<file path="config.mk">
export PLATFORM = sky130hd
export DESIGN_NAME = interp_seq_ctrl
export DESIGN_NICKNAME = d
export VERILOG_FILES = /design/src/rtl/interp_seq_ctrl.sv
export SDC_FILE = /design/constraint.sdc
export NUM_CORES = 1
export LEC_CHECK = 0
export CORE_MARGIN = 2
export CORE_UTILIZATION = 45
export CTS_CLUSTER_DIAMETER = 50
export DETAILED_ROUTE_END_ITERATION = 10
export DONT_BUFFER_PORTS = 1
export HOLD_SLACK_MARGIN = 0.05
export REMOVE_ABC_BUFFERS = 1
export SLEW_MARGIN = 20
export SYNTH_ARGS = -nofsm -noshare
export SYNTH_HDL_FRONTEND = slang
export SYNTH_SLANG_ARGS = --single-unit
export TNS_END_PERCENT = 5
</file>
<file path="constraint.sdc">
create_clock -name CLK100MHZ -period 2.6 [get_ports CLK100MHZ]
set_input_delay 0.78 -clock CLK100MHZ [delete_from_list [all_inputs] [get_ports CLK100MHZ]]
set_output_delay 0.78 -clock CLK100MHZ [all_outputs]
set_load 0.01 [all_outputs]
</file>
<file path="src/rtl/interp_seq_ctrl.sv">
// Lookup sequencer: scans an ascending (x,y) point BRAM for the pair bracketing x_search,
// hands the pair to an external interpolator and writes the result. Optional macro INTERP_CLAMP_EN.
module interp_seq_ctrl #(
  parameter int NPTS = 512
) (
  input  logic        CLK100MHZ,
  input  logic        reset,
  input  logic        start,
  input  logic [13:0] x_search,
  output logic        busy,
  output logic        done,
  output logic        err,
  output logic [13:0] y_out,
  output logic [9:0]  mem_addr,
  input  logic [15:0] mem_dout,
  output logic        ip_valid,
  input  logic        ip_ready,
  output logic [15:0] ip_x0,
  output logic [15:0] ip_x1,
  output logic [15:0] ip_y0,
  output logic [15:0] ip_y1,
  input  logic        res_valid,
  input  logic [15:0] res_data,
  output logic        out_we,
  output logic [9:0]  out_addr,
  output logic [15:0] out_din
);

  typedef enum logic [2:0] {IDLE, SCAN, FETCH_Y, ISSUE, WAIT_RES, WRITE, DONE} state_t;

  localparam logic [8:0]  LAST    = 9'(NPTS - 1);
  localparam logic [15:0] SAT_MAX = 16'd9999;
`ifdef INTERP_CLAMP_EN
  localparam bit CLAMP = 1'b1;
`else
  localparam bit CLAMP = 1'b0;
`endif

  state_t      state_q;
  logic [13:0] xs_q;
  logic [8:0]  k_q;        // index of the x entry currently being read
  logic [1:0]  cnt_q;      // read phase within SCAN / FETCH_Y
  logic        single_q;   // FETCH_Y needs one y only (exact hit or clamp)
  logic [15:0] prev_q;     // x[k-1], lower bracket candidate
  logic        busy_q, done_q, err_q, ip_valid_q, out_we_q;
  logic [13:0] y_out_q;
  logic [9:0]  mem_addr_q, out_addr_q;
  logic [15:0] ip_x0_q, ip_x1_q, ip_y0_q, ip_y1_q, out_din_q;

  logic [15:0] xs_ext;
  logic        x_eq, x_lt;
  assign xs_ext = {2'b00, xs_q};
  assign x_eq   = (xs_ext == mem_dout);
  assign x_lt   = (xs_ext <  mem_dout);

  // NOTE: every register here uses non-blocking assignment so all state updates
  // on the same edge see the pre-edge values, independent of statement order.
  always_ff @(posedge CLK100MHZ or negedge reset) begin
    if (!reset) begin
      state_q    <= IDLE;
      xs_q       <= '0;
      k_q        <= '0;
      cnt_q      <= '0;
      single_q   <= 1'b0;
      prev_q     <= '0;
      busy_q     <= 1'b0;
      done_q     <= 1'b0;
      err_q      <= 1'b0;
      ip_valid_q <= 1'b0;
      out_we_q   <= 1'b0;
      y_out_q    <= '0;
      mem_addr_q <= '0;
      out_addr_q <= '0;
      ip_x0_q    <= '0;
      ip_x1_q    <= '0;
      ip_y0_q    <= '0;
      ip_y1_q    <= '0;
      out_din_q  <= '0;
    end else begin
      done_q   <= 1'b0;
      out_we_q <= 1'b0;
      case (state_q)
        IDLE: begin
          if (start) begin
            xs_q       <= x_search;
            k_q        <= '0;
            cnt_q      <= '0;
            err_q      <= 1'b0;
            busy_q     <= 1'b1;
            mem_addr_q <= '0;
            state_q    <= SCAN;
          end
        end

        SCAN: begin
          if (cnt_q == 2'd0) begin
            cnt_q <= 2'd1;
          end else begin
            cnt_q <= 2'd0;
            // Exact hit, below the table, or past its end all resolve to y[k].
            if (x_eq || (x_lt && k_q == '0) || (!x_lt && k_q == LAST)) begin
              err_q <= !x_eq;
              if (x_eq || CLAMP) begin
                single_q   <= 1'b1;
                mem_addr_q <= {k_q, 1'b1};
                state_q    <= FETCH_Y;
              end else begin
                y_out_q <= '0;
                done_q  <= 1'b1;
                busy_q  <= 1'b0;
                state_q <= DONE;
              end
            end else if (x_lt) begin
              single_q   <= 1'b0;
              ip_x0_q    <= prev_q;
              ip_x1_q    <= mem_dout;
              mem_addr_q <= {k_q - 9'd1, 1'b1};
              state_q    <= FETCH_Y;
            end else begin
              prev_q     <= mem_dout;
              k_q        <= k_q + 9'd1;
              mem_addr_q <= {k_q + 9'd1, 1'b0};
            end
          end
        end

        FETCH_Y: begin
          case (cnt_q)
            2'd0: begin
              cnt_q <= 2'd1;
              if (!single_q) mem_addr_q <= mem_addr_q + 10'd2;
            end
            2'd1: begin
              if (single_q) begin
                out_din_q <= mem_dout;
                out_we_q  <= 1'b1;
                cnt_q     <= 2'd0;
                state_q   <= WRITE;
              end else begin
                ip_y0_q <= mem_dout;
                cnt_q   <= 2'd2;
              end
            end
            default: begin
              ip_y1_q    <= mem_dout;
              ip_valid_q <= 1'b1;
              cnt_q      <= 2'd0;
              state_q    <= ISSUE;
            end
          endcase
        end

        ISSUE: begin
          if (ip_ready) begin
            ip_valid_q <= 1'b0;
            state_q    <= WAIT_RES;
          end
        end

        WAIT_RES: begin
          if (res_valid) begin
            out_din_q <= res_data;
            out_we_q  <= 1'b1;
            state_q   <= WRITE;
          end
        end

        WRITE: begin
          out_addr_q <= out_addr_q + 10'd1;
          y_out_q    <= (out_din_q > SAT_MAX) ? SAT_MAX[13:0] : out_din_q[13:0];
          done_q     <= 1'b1;
          busy_q     <= 1'b0;
          state_q    <= DONE;
        end

        DONE:    state_q <= IDLE;
        default: state_q <= IDLE;
      endcase
    end
  end

  assign busy     = busy_q;
  assign done     = done_q;
  assign err      = err_q;
  assign y_out    = y_out_q;
  assign mem_addr = mem_addr_q;
  assign ip_valid = ip_valid_q;
  assign ip_x0    = ip_x0_q;
  assign ip_x1    = ip_x1_q;
  assign ip_y0    = ip_y0_q;
  assign ip_y1    = ip_y1_q;
  assign out_we   = out_we_q;
  assign out_addr = out_addr_q;
  assign out_din  = out_din_q;

endmodule

</file>
-- Word-level counts from Yosys, hierarchy flattened
Index checks and enable logic that the tools add are counted.
- input bits: 51
- output and inout bits: 119
- bits in registers: 164
- muxes and demuxes: 60
- magnitude comparators: 2
- bitwise operators: 5
- equality and inequality tests: 26
- reduce and logical (&&, ||, !) cells: 32
- add/subtract/negate cells: 4
- operator list (kind ; number):
    two-way mux 10 bit ; 7
    two-way mux 14 bit ; 4
    two-way mux 16 bit ; 3
    two-way mux 9 bit ; 4
    case mux 16 bit (2 select lines) ; 1
    != test 2 bit, second input constant ; 15
    case mux 10 bit (3 select lines) ; 1
    case mux 14 bit (2 select lines) ; 1
    two-way mux 3 bit ; 8
    AND reduction 4 bit ; 6
    two-way mux 1 bit ; 19
    case mux 3 bit (6 select lines) ; 1
    case mux 9 bit (2 select lines) ; 1
    == test 14 x 16 -> 1 bit ; 1
    > comparator 16 x 14 -> 1 bit, second input constant ; 1
    < comparator 14 x 16 -> 1 bit ; 1
    adder 10 x 1 -> 10 bit, second input constant ; 1
    adder 10 x 2 -> 10 bit, second input constant ; 1
    AND reduction 5 bit ; 2
    nonzero test 2 bit ; 5
    adder 9 x 1 -> 9 bit, second input constant ; 1
    == test 9 bit, second input constant ; 1
    zero test 9 bit ; 1
    != test 3 bit, second input constant ; 3
    23 further kinds ; 40

-- Depth between registers and ports, before layout
Gate-level depths: netlist of the first run.
- word-level depth: 7
- gate-level depth with buffers: 11

-- Least setup slack after synthesis of the first run
No wires, ideal clock.
- kind: input to register
- start point: input mem_dout[11]
- end point: register ip_x0_q[0], in the netlist ip_x0[0]
- buffers on the path: 2
- setup time: 125 ps
- required time: 2475 ps
- data arrival time: 2888 ps
- setup slack: -413 ps
- cell stages on the path: 10
- path through: inv_1 -> ha_1 -> a211oi_1 -> o211ai_1 -> a32o_1 -> or3_1 -> buf_6 -> nor2_8 -> buf_12 -> mux2_4
- word-level cells in the longest chain between the ends: 6
- elaborated cells between the ends (all ways): 9
- those cells by class: order compare: 1; eq/ne: 1; bitwise: 1; reduce/logical: 6
- ends and longest elaborated chain (item ; line ; RTL):
    start, declared ; 15 ; input logic [15:0] mem_dout,
    < comparator 14 x 16 -> 1 bit ; 54 ; assign x_lt = (xs_ext < mem_dout);
    logical AND 1 bit or zero test 1 bit (tied branches) ; 101 ; if (x_eq || (x_lt && k_q == '0) || (!x_lt && k_q == LAST)) begin
    logical OR 1 bit or logical AND 1 bit (tied branches) ; 101 ;
    logical OR 1 bit ; 101 ;
    inverter 1 bit (no source line) ; - ;
    AND reduction 4 bit (no source line) * ; - ;
    end signal, assigned ; 115 ; ip_x0_q <= prev_q;
    end, declared ; 48 ; logic [15:0] ip_x0_q, ip_x1_q, ip_y0_q, ip_y1_q, out_din_q;
Mark *: on every way between the ends. The rest lies on a longest branch, timed or not.
A chain may end at the register's enable or synchronous reset.

-- Worst setup path after layout of the first run
- start point: input mem_dout[13]
- end point: register ip_x1_q[15], in the netlist ip_x1[15]
- word-level cells in the longest chain between the ends: 6
- elaborated cells between the ends (all ways): 9
- those cells by class: order compare: 1; eq/ne: 1; bitwise: 1; reduce/logical: 6
- ends and longest elaborated chain (item ; line ; RTL):
    < comparator 14 x 16 -> 1 bit ; 54 ;
    logical AND 1 bit or zero test 1 bit (tied branches) ; 101 ;
    logical OR 1 bit or logical AND 1 bit (tied branches) ; 101 ;
    logical OR 1 bit ; 101 ;
    inverter 1 bit (no source line) ; - ;
    AND reduction 4 bit (no source line) * ; - ;
    end signal, assigned ; 116 ; ip_x1_q <= mem_dout;
    end, declared ; 48 ;
Marked as above.

==> results.toml, run 1 <==
[outcome]
status = "finished, final reports clean"

[logic_synthesis]
synth_top_flop_cell = "dfrtp_1"
synth-seq-cells = 164
ys_top_cells_by_count = "dfrtp_1 (164), nand2_1 (72), o21ai_0 (62)"
synthCells = 696
avgSynthCellArea_um2 = 11.2
yosysTopAreaCell = "dfrtp_1"
synth_warnings = 0
ys_types = 66
syn-cell-area_mm2 = 0.00777
netlist_top_cells_area = "dfrtp_1 (53%), mux2_2 (6.8%), mux2_4 (5.8%), o21ai_0 (4.0%), nand2_1 (3.5%)"
ys_seq_area_frac = 0.528
synth_top_area_share = 0.528
yosysMostFrequentCell = "dfrtp_1"
ys_async_sr_fraction = 1.00
synth-edff-count = 0

[grt]
grt_pass1_vias = 5910
antenna_found_initial = 2
grt_max_degree = 165
grt_pass1_wl_um = 33400
grt-ovfl-total = 0
track_usage = 0.240

[power_and_ir_drop]
pwr-share-seq = 0.447
switchingPower_mw = 3.85
power_switching_share = 0.374
p_int_mw = 6.42
p_comb_frac = 0.313
power_per_cell_area_mw_per_mm2 = 1110
power_leakage_nw = 4.25
power.share.clock = 0.241
ir_drop_v = 0.000630
fin_total_pwr_mw = 10.3

[placed_design]
dpl.hpwl_um = 15300
port_buffers = 0
routabilityCongestion = 0.912
placed_cell_area_mm2 = 0.00840
post-place-ws_ps = -581
place_inst = 952

[critical_path]
cpLargestDelayFamily = "simple AND/OR/NAND/NOR gates"
reg2reg_from = "xs_q[11]"
endpoint_kind = "flip-flop"
path_cells = "inv_1 -> ha_1 -> and4_4 -> and2_4 -> a32o_1 -> or3_4 -> nor2_8 -> buf_12 -> mux2_2"
critPathKind = "input port to flip-flop"
path_buf_inv = 2
crit_path_max_incr_delay_ps = 410
crit_required_ps = 2900
startpoint_type = "input port"
r2r_slack_ps = 50
crit_fanout = 16
slowest_stage = "or3_4"
r2r-end = "y_out[11]"
critical_path_arrival_ps = 2880
r2r_cells = 9

[clocking]
insertion_delay_ps = 420
cts_tree = "done"
cts_buffers = 17
cts_max_path_buffers = 2
cts_max_level = 4
cts_root_buffer = "clkbuf_16"
cts.clk_slew.worst_paths_ps = 70
cts.sinks = 164

[sta]
hold_ws_ps = 48.0
setup_ws_ps = 17.2
relSlewSlack = 0.256
finClkSkew_ps = 8.32
hold_viol_final = 0
setup-tns-final_ps = 0
finalSetupViolations = 0
tightest_slew_ps = 1110
finalCriticalPeriod_ps = 2580
drv_slew = 0
period_share = 0.993
rsz0062_at_grt = "yes"
max_clock_freq_mhz = 387

[cells_and_area]
final_cell_area_mm2 = 0.00929
fin_nets = 822
fill_cells = 1506
drive_gt1_frac = 0.292
fin_util = 0.543
area_delta_synth_final_pct = 19.4
final_cells = 990

[detailed_routing]
drt_first_pass_iters = 4
vias_per_cell = 5.79
routed_wl_um = 21400
avgRoutedWirePerCell_um = 21.6
drtIter0Drc = 313
final_antenna_net_count = 0
via_count = 5729
route.detailed.drc = 0

[worst_hold_path]
min_path_type = "input port to async pin"

[floorplan]
io_pins = 170
dieWidth_um = 135
core-area_mm2 = 0.0171
start_util = 0.454
die_h_um = 135
rows = 48
die_area_mm2 = 0.0183

[flow_run]
maxCapViolCount = 0
==> cell families (layout without fill, tap and decap cells) <==
kind of cell	Yosys count	in the layout	share of synthesized area
fa+ha+maj	19	19	0.0306
mux	81	81	0.131
other cells	0	1	0
xor+xnor	14	14	0.0158
buf+inv	53	121	0.0340
simple gates	210	210	0.134
flops	164	164	0.528
compound gates	155	155	0.127
==> state kept, by name, summed over array words and instances, names as in the netlist <==
name,cells
mem_addr,10
out_addr,10
out_din,16
y_out,14
prev_q,16
busy,1
k_q,9
out_we,1
err,1
state_q,3
ip_valid,1
done,1
ip_x0,16
cnt_q,2
ip_y0,16
ip_x1,16
xs_q,14
single_q,1
ip_y1,16
==> worst reg2reg max path: stages, from the launching register on <==
cell	delay (ps)
dfrtp_1	410
ha_4	260
a211oi_2	180
o211ai_1	150
buf_4	170
a32oi_4	310
nand3_1	230
a211oi_4	350
nor2_4	130
a22o_1	250
==> routing by layer <==
layer,share of wire,wire length [um],global-route usage
met1,0.43,9220,0.312
met2,0.47,10100,0.380
met3,0.077,1650,0.0771
met4,0.022,477,0.0880
met5,0.00037,8,0
==> layout by cell type, fill, tap and decap left out, drive strengths merged, types with 12 or more instances in the layout <==
cell type    n
nor2        55
dfrtp      164
and3        12
o21ai       67
ha          19
buf         69
clkbuf      20
nand2       72
mux2        77
nand3       16
inv         23
a21oi       25
==> power groups by stage <==
stage	Combinational, mW	Clock (mW)	Sequential [mW]
finish	3.21	2.47	4.59
global route	3.55	2.62	4.71
CTS	3.01	2.53	4.59
detailed placement	2.95	0	4.62
global placement	2.85	0	4.59
floorplan	1.97	0	4.35
==> worst max path at each step <==
stage / start / endpoint / slack, ps / cells past startpoint
final: mem_dout[13] / ip_x1[15] / 20 / 9
after global routing: mem_dout[11] / k_q[5] / -70 / 13
after CTS: mem_dout[11] / ip_x1[15] / -20 / 9
after detailed placement: mem_dout[11] / y_out[11] / -580 / 10
after global placement: mem_dout[11] / y_out[4] / -530 / 10
after floorplan: state_q[2] / out_din[0] / -1240 / 5
==> repair_timing <==
item                                    4_1_cts  5_1_grt
pin swaps                                     4       17
endpoints found under the setup margin       62       88
buffers inserted                              1        3
hold endpoints to repair                    164      145
gates cloned                                  1        1
resized for setup                            10       59
==> area by class of cell <==
| type | instances | area [um2] | area share |
|---|---|---|---|
| antenna | 1 | 2.50 | 0.000269 |
| timing repair buffer | 69 | 588 | 0.0633 |
| clock inverter | 11 | 119 | 0.0128 |
| tap | 225 | 282 | 0.0303 |
| multi-input combinational | 479 | 3640 | 0.392 |
| sequential | 164 | 4100 | 0.442 |
| inverter | 21 | 82.6 | 0.00889 |
| clock buffer | 20 | 467 | 0.0503 |
(Power assumes the default switching activity.)
==> run 2, diff against run 1 <==
--- a/config.mk
+++ b/config.mk
@@ -5,12 +5,13 @@
 export SDC_FILE = /design/constraint.sdc
 export NUM_CORES = 1
 export LEC_CHECK = 0
-export CORE_MARGIN = 2
+export CORE_MARGIN = 3
 export CORE_UTILIZATION = 45
 export CTS_CLUSTER_DIAMETER = 50
 export DETAILED_ROUTE_END_ITERATION = 10
 export DONT_BUFFER_PORTS = 1
 export HOLD_SLACK_MARGIN = 0.05
+export PLACE_DENSITY = 0.65
 export REMOVE_ABC_BUFFERS = 1
 export SLEW_MARGIN = 20
 export SYNTH_ARGS = -nofsm -noshare
==> results.toml, run 2 (same netlist as run 1, synthesis figures left out) <==
[outcome]
status = "complete, but fails checks"
violations = "setup timing"

[detailed_routing]
routed_wl_um = 21400
drtIter0Drc = 430
vias_per_cell = 5.77
via_count = 5725
route.detailed.drc = 0
drt_first_pass_iters = 5
avgRoutedWirePerCell_um = 21.5
final_antenna_net_count = 0

[critical_path]
slowest_stage = "or3_4"
r2r_slack_ps = 20
critPathKind = "input port to flip-flop"
crit_fanout = 5
r2r-end = "ip_x1[8]"
cpLargestDelayFamily = "compound AO/OA/AOI/OAI gates"
path_cells = "inv_1 -> ha_4 -> a211oi_2 -> o211ai_1 -> a32o_2 -> or3_4 -> nor2_8 -> clkbuf_16 -> mux2_4"
path_buf_inv = 2
worstSetupStartpoint = "mem_dout[11]"
endpoint = "ip_x1[8]"
crit_cells = 9
crit_required_ps = 2910
startpoint_type = "input port"
r2r_cells = 8
endpoint_kind = "flip-flop"
reg2reg_from = "xs_q[11]"
critical_path_arrival_ps = 2930
crit_path_max_incr_delay_ps = 400

[clocking]
cts.clk_slew.worst_paths_ps = 70
cts_max_path_buffers = 2
cts_buffers = 17
cts_tree = "done"
cts_root_buffer = "clkbuf_16"
insertion_delay_ps = 420
cts.sinks = 164
cts_max_level = 4

[sta]
drv_slew = 0
period_share = 1.01
finClkSkew_ps = 11.5
setup_ws_ps = -22.2
max_clock_freq_mhz = 381
tightest_slew_ps = 1020
rsz0062_at_grt = "yes"
finalSetupViolations = 19
relSlewSlack = 0.317
setup-tns-final_ps = -231
finalCriticalPeriod_ps = 2620
hold_viol_final = 0
hold_ws_ps = 54.4

[grt]
grt_pass1_wl_um = 32200
grt_max_degree = 165
antenna_found_initial = 1
grt-ovfl-total = 0
grt_pass1_vias = 5841
track_usage = 0.223

[floorplan]
core-area_mm2 = 0.0168
die_area_mm2 = 0.0189
die_h_um = 137
rows = 47
dieWidth_um = 137
start_util = 0.464
io_pins = 170

[cells_and_area]
layout_commonest_cell = "dfrtp_1"
drive_gt1_frac = 0.290
fin_util = 0.559
diodes = 0
fin_nets = 830
area_delta_synth_final_pct = 20.6
final_cell_mix = "dfrtp_1 (164), nand2_1 (70), buf_4 (65), nor2_1 (53), mux2_2 (47)"

[power_and_ir_drop]
ir_drop_v = 0.000531
power_leakage_nw = 4.35
fin_total_pwr_mw = 10.4
power_per_cell_area_mw_per_mm2 = 1110

[placed_design]
routabilityCongestion = 0.859
port_buffers = 0
dpl.hpwl_um = 14800

[worst_hold_path]
min_path_type = "input port to async pin"

[flow_run]
maxCapViolCount = 0
[run 2: changes by cell type in the layout (fill, tap and decap cells not counted), moves of 3 or more]
cell / before / now
ha_1: 17 / 14
o21ai_1: 18 / 24
ha_4: 2 / 5
clkinv_4: 4 / 1
bufinv_16: 1 / 4
buf_4: 58 / 65
clkbuf_16: 17 / 20
buf_6: 6 / 3
clkbuf_8: 3 / 0
inv_6: 1 / 5
[run 2: worst reg2reg max path: stages (launching register included)]
cell and delay, ps:
dfrtp_1 420, ha_4 240, a211oi_2 200, o211ai_1 150
a32o_2 300, or3_4 400, nor2_8 230, clkbuf_16 210
mux2_4 300
[run 2: metal layers]
layer / wire, um / GRT usage / part of all wire
met1: 8690 / 0.289 / 0.41
met2: 10600 / 0.354 / 0.50
met3: 1710 / 0.0767 / 0.080
met4: 361 / 0.0671 / 0.017
met5: 13 / 0 / 0.00061
[run 2: what timing repair did]
action,4_1_cts,5_1_grt
gates cloned,1,4
endpoints found under the hold margin,164,124
pin swaps,2,12
buffers inserted,0,6
setup endpoints to repair,38,75
gates resized for setup,5,45
[run 2: area by class of cell]
cell class	instances	area, um2
fill	1441	7390
sequential	164	4100
multi-input combinational	479	3570
timing repair buffer	77	704
clock buffer	17	425
tap	220	275
clock inverter	15	215
inverter	21	78.8
[run 2: how the worst min path moves through the flow]
stage / from / to / slack [ps] / depth (start not counted)
floorplan: prev_q[0] / prev_q[0] / 450 / 2
global placement: prev_q[11] / prev_q[11] / 460 / 2
detailed placement: prev_q[5] / prev_q[5] / 470 / 2
CTS: reset / mem_addr[3] / 30 / 0
global route: reset / mem_addr[3] / 30 / 0
finish: reset / mem_addr[3] / 50 / 0
[run 2: where the power goes]
| group | leakage [nW] | switching (mW) | total [mW] | internal (mW) |
|---|---|---|---|---|
| clock | 0.309 | 1.11 | 2.74 | 1.64 |
| sequential | 2.12 | 1.14 | 4.59 | 3.45 |
| combinational | 1.91 | 1.55 | 3.08 | 1.53 |
| total | 4.35 | 3.80 | 10.4 | 6.62 |
[run 2: per-stage QoR]
step	instance area [um2]	cells	setup WS, ps
floorplan	7590	664	-1240
global placement	8420	950	-482
detailed placement	8420	950	-516
CTS	9100	983	-18.2
global route	9370	993	-80.8
finish	9370	993	-22.2
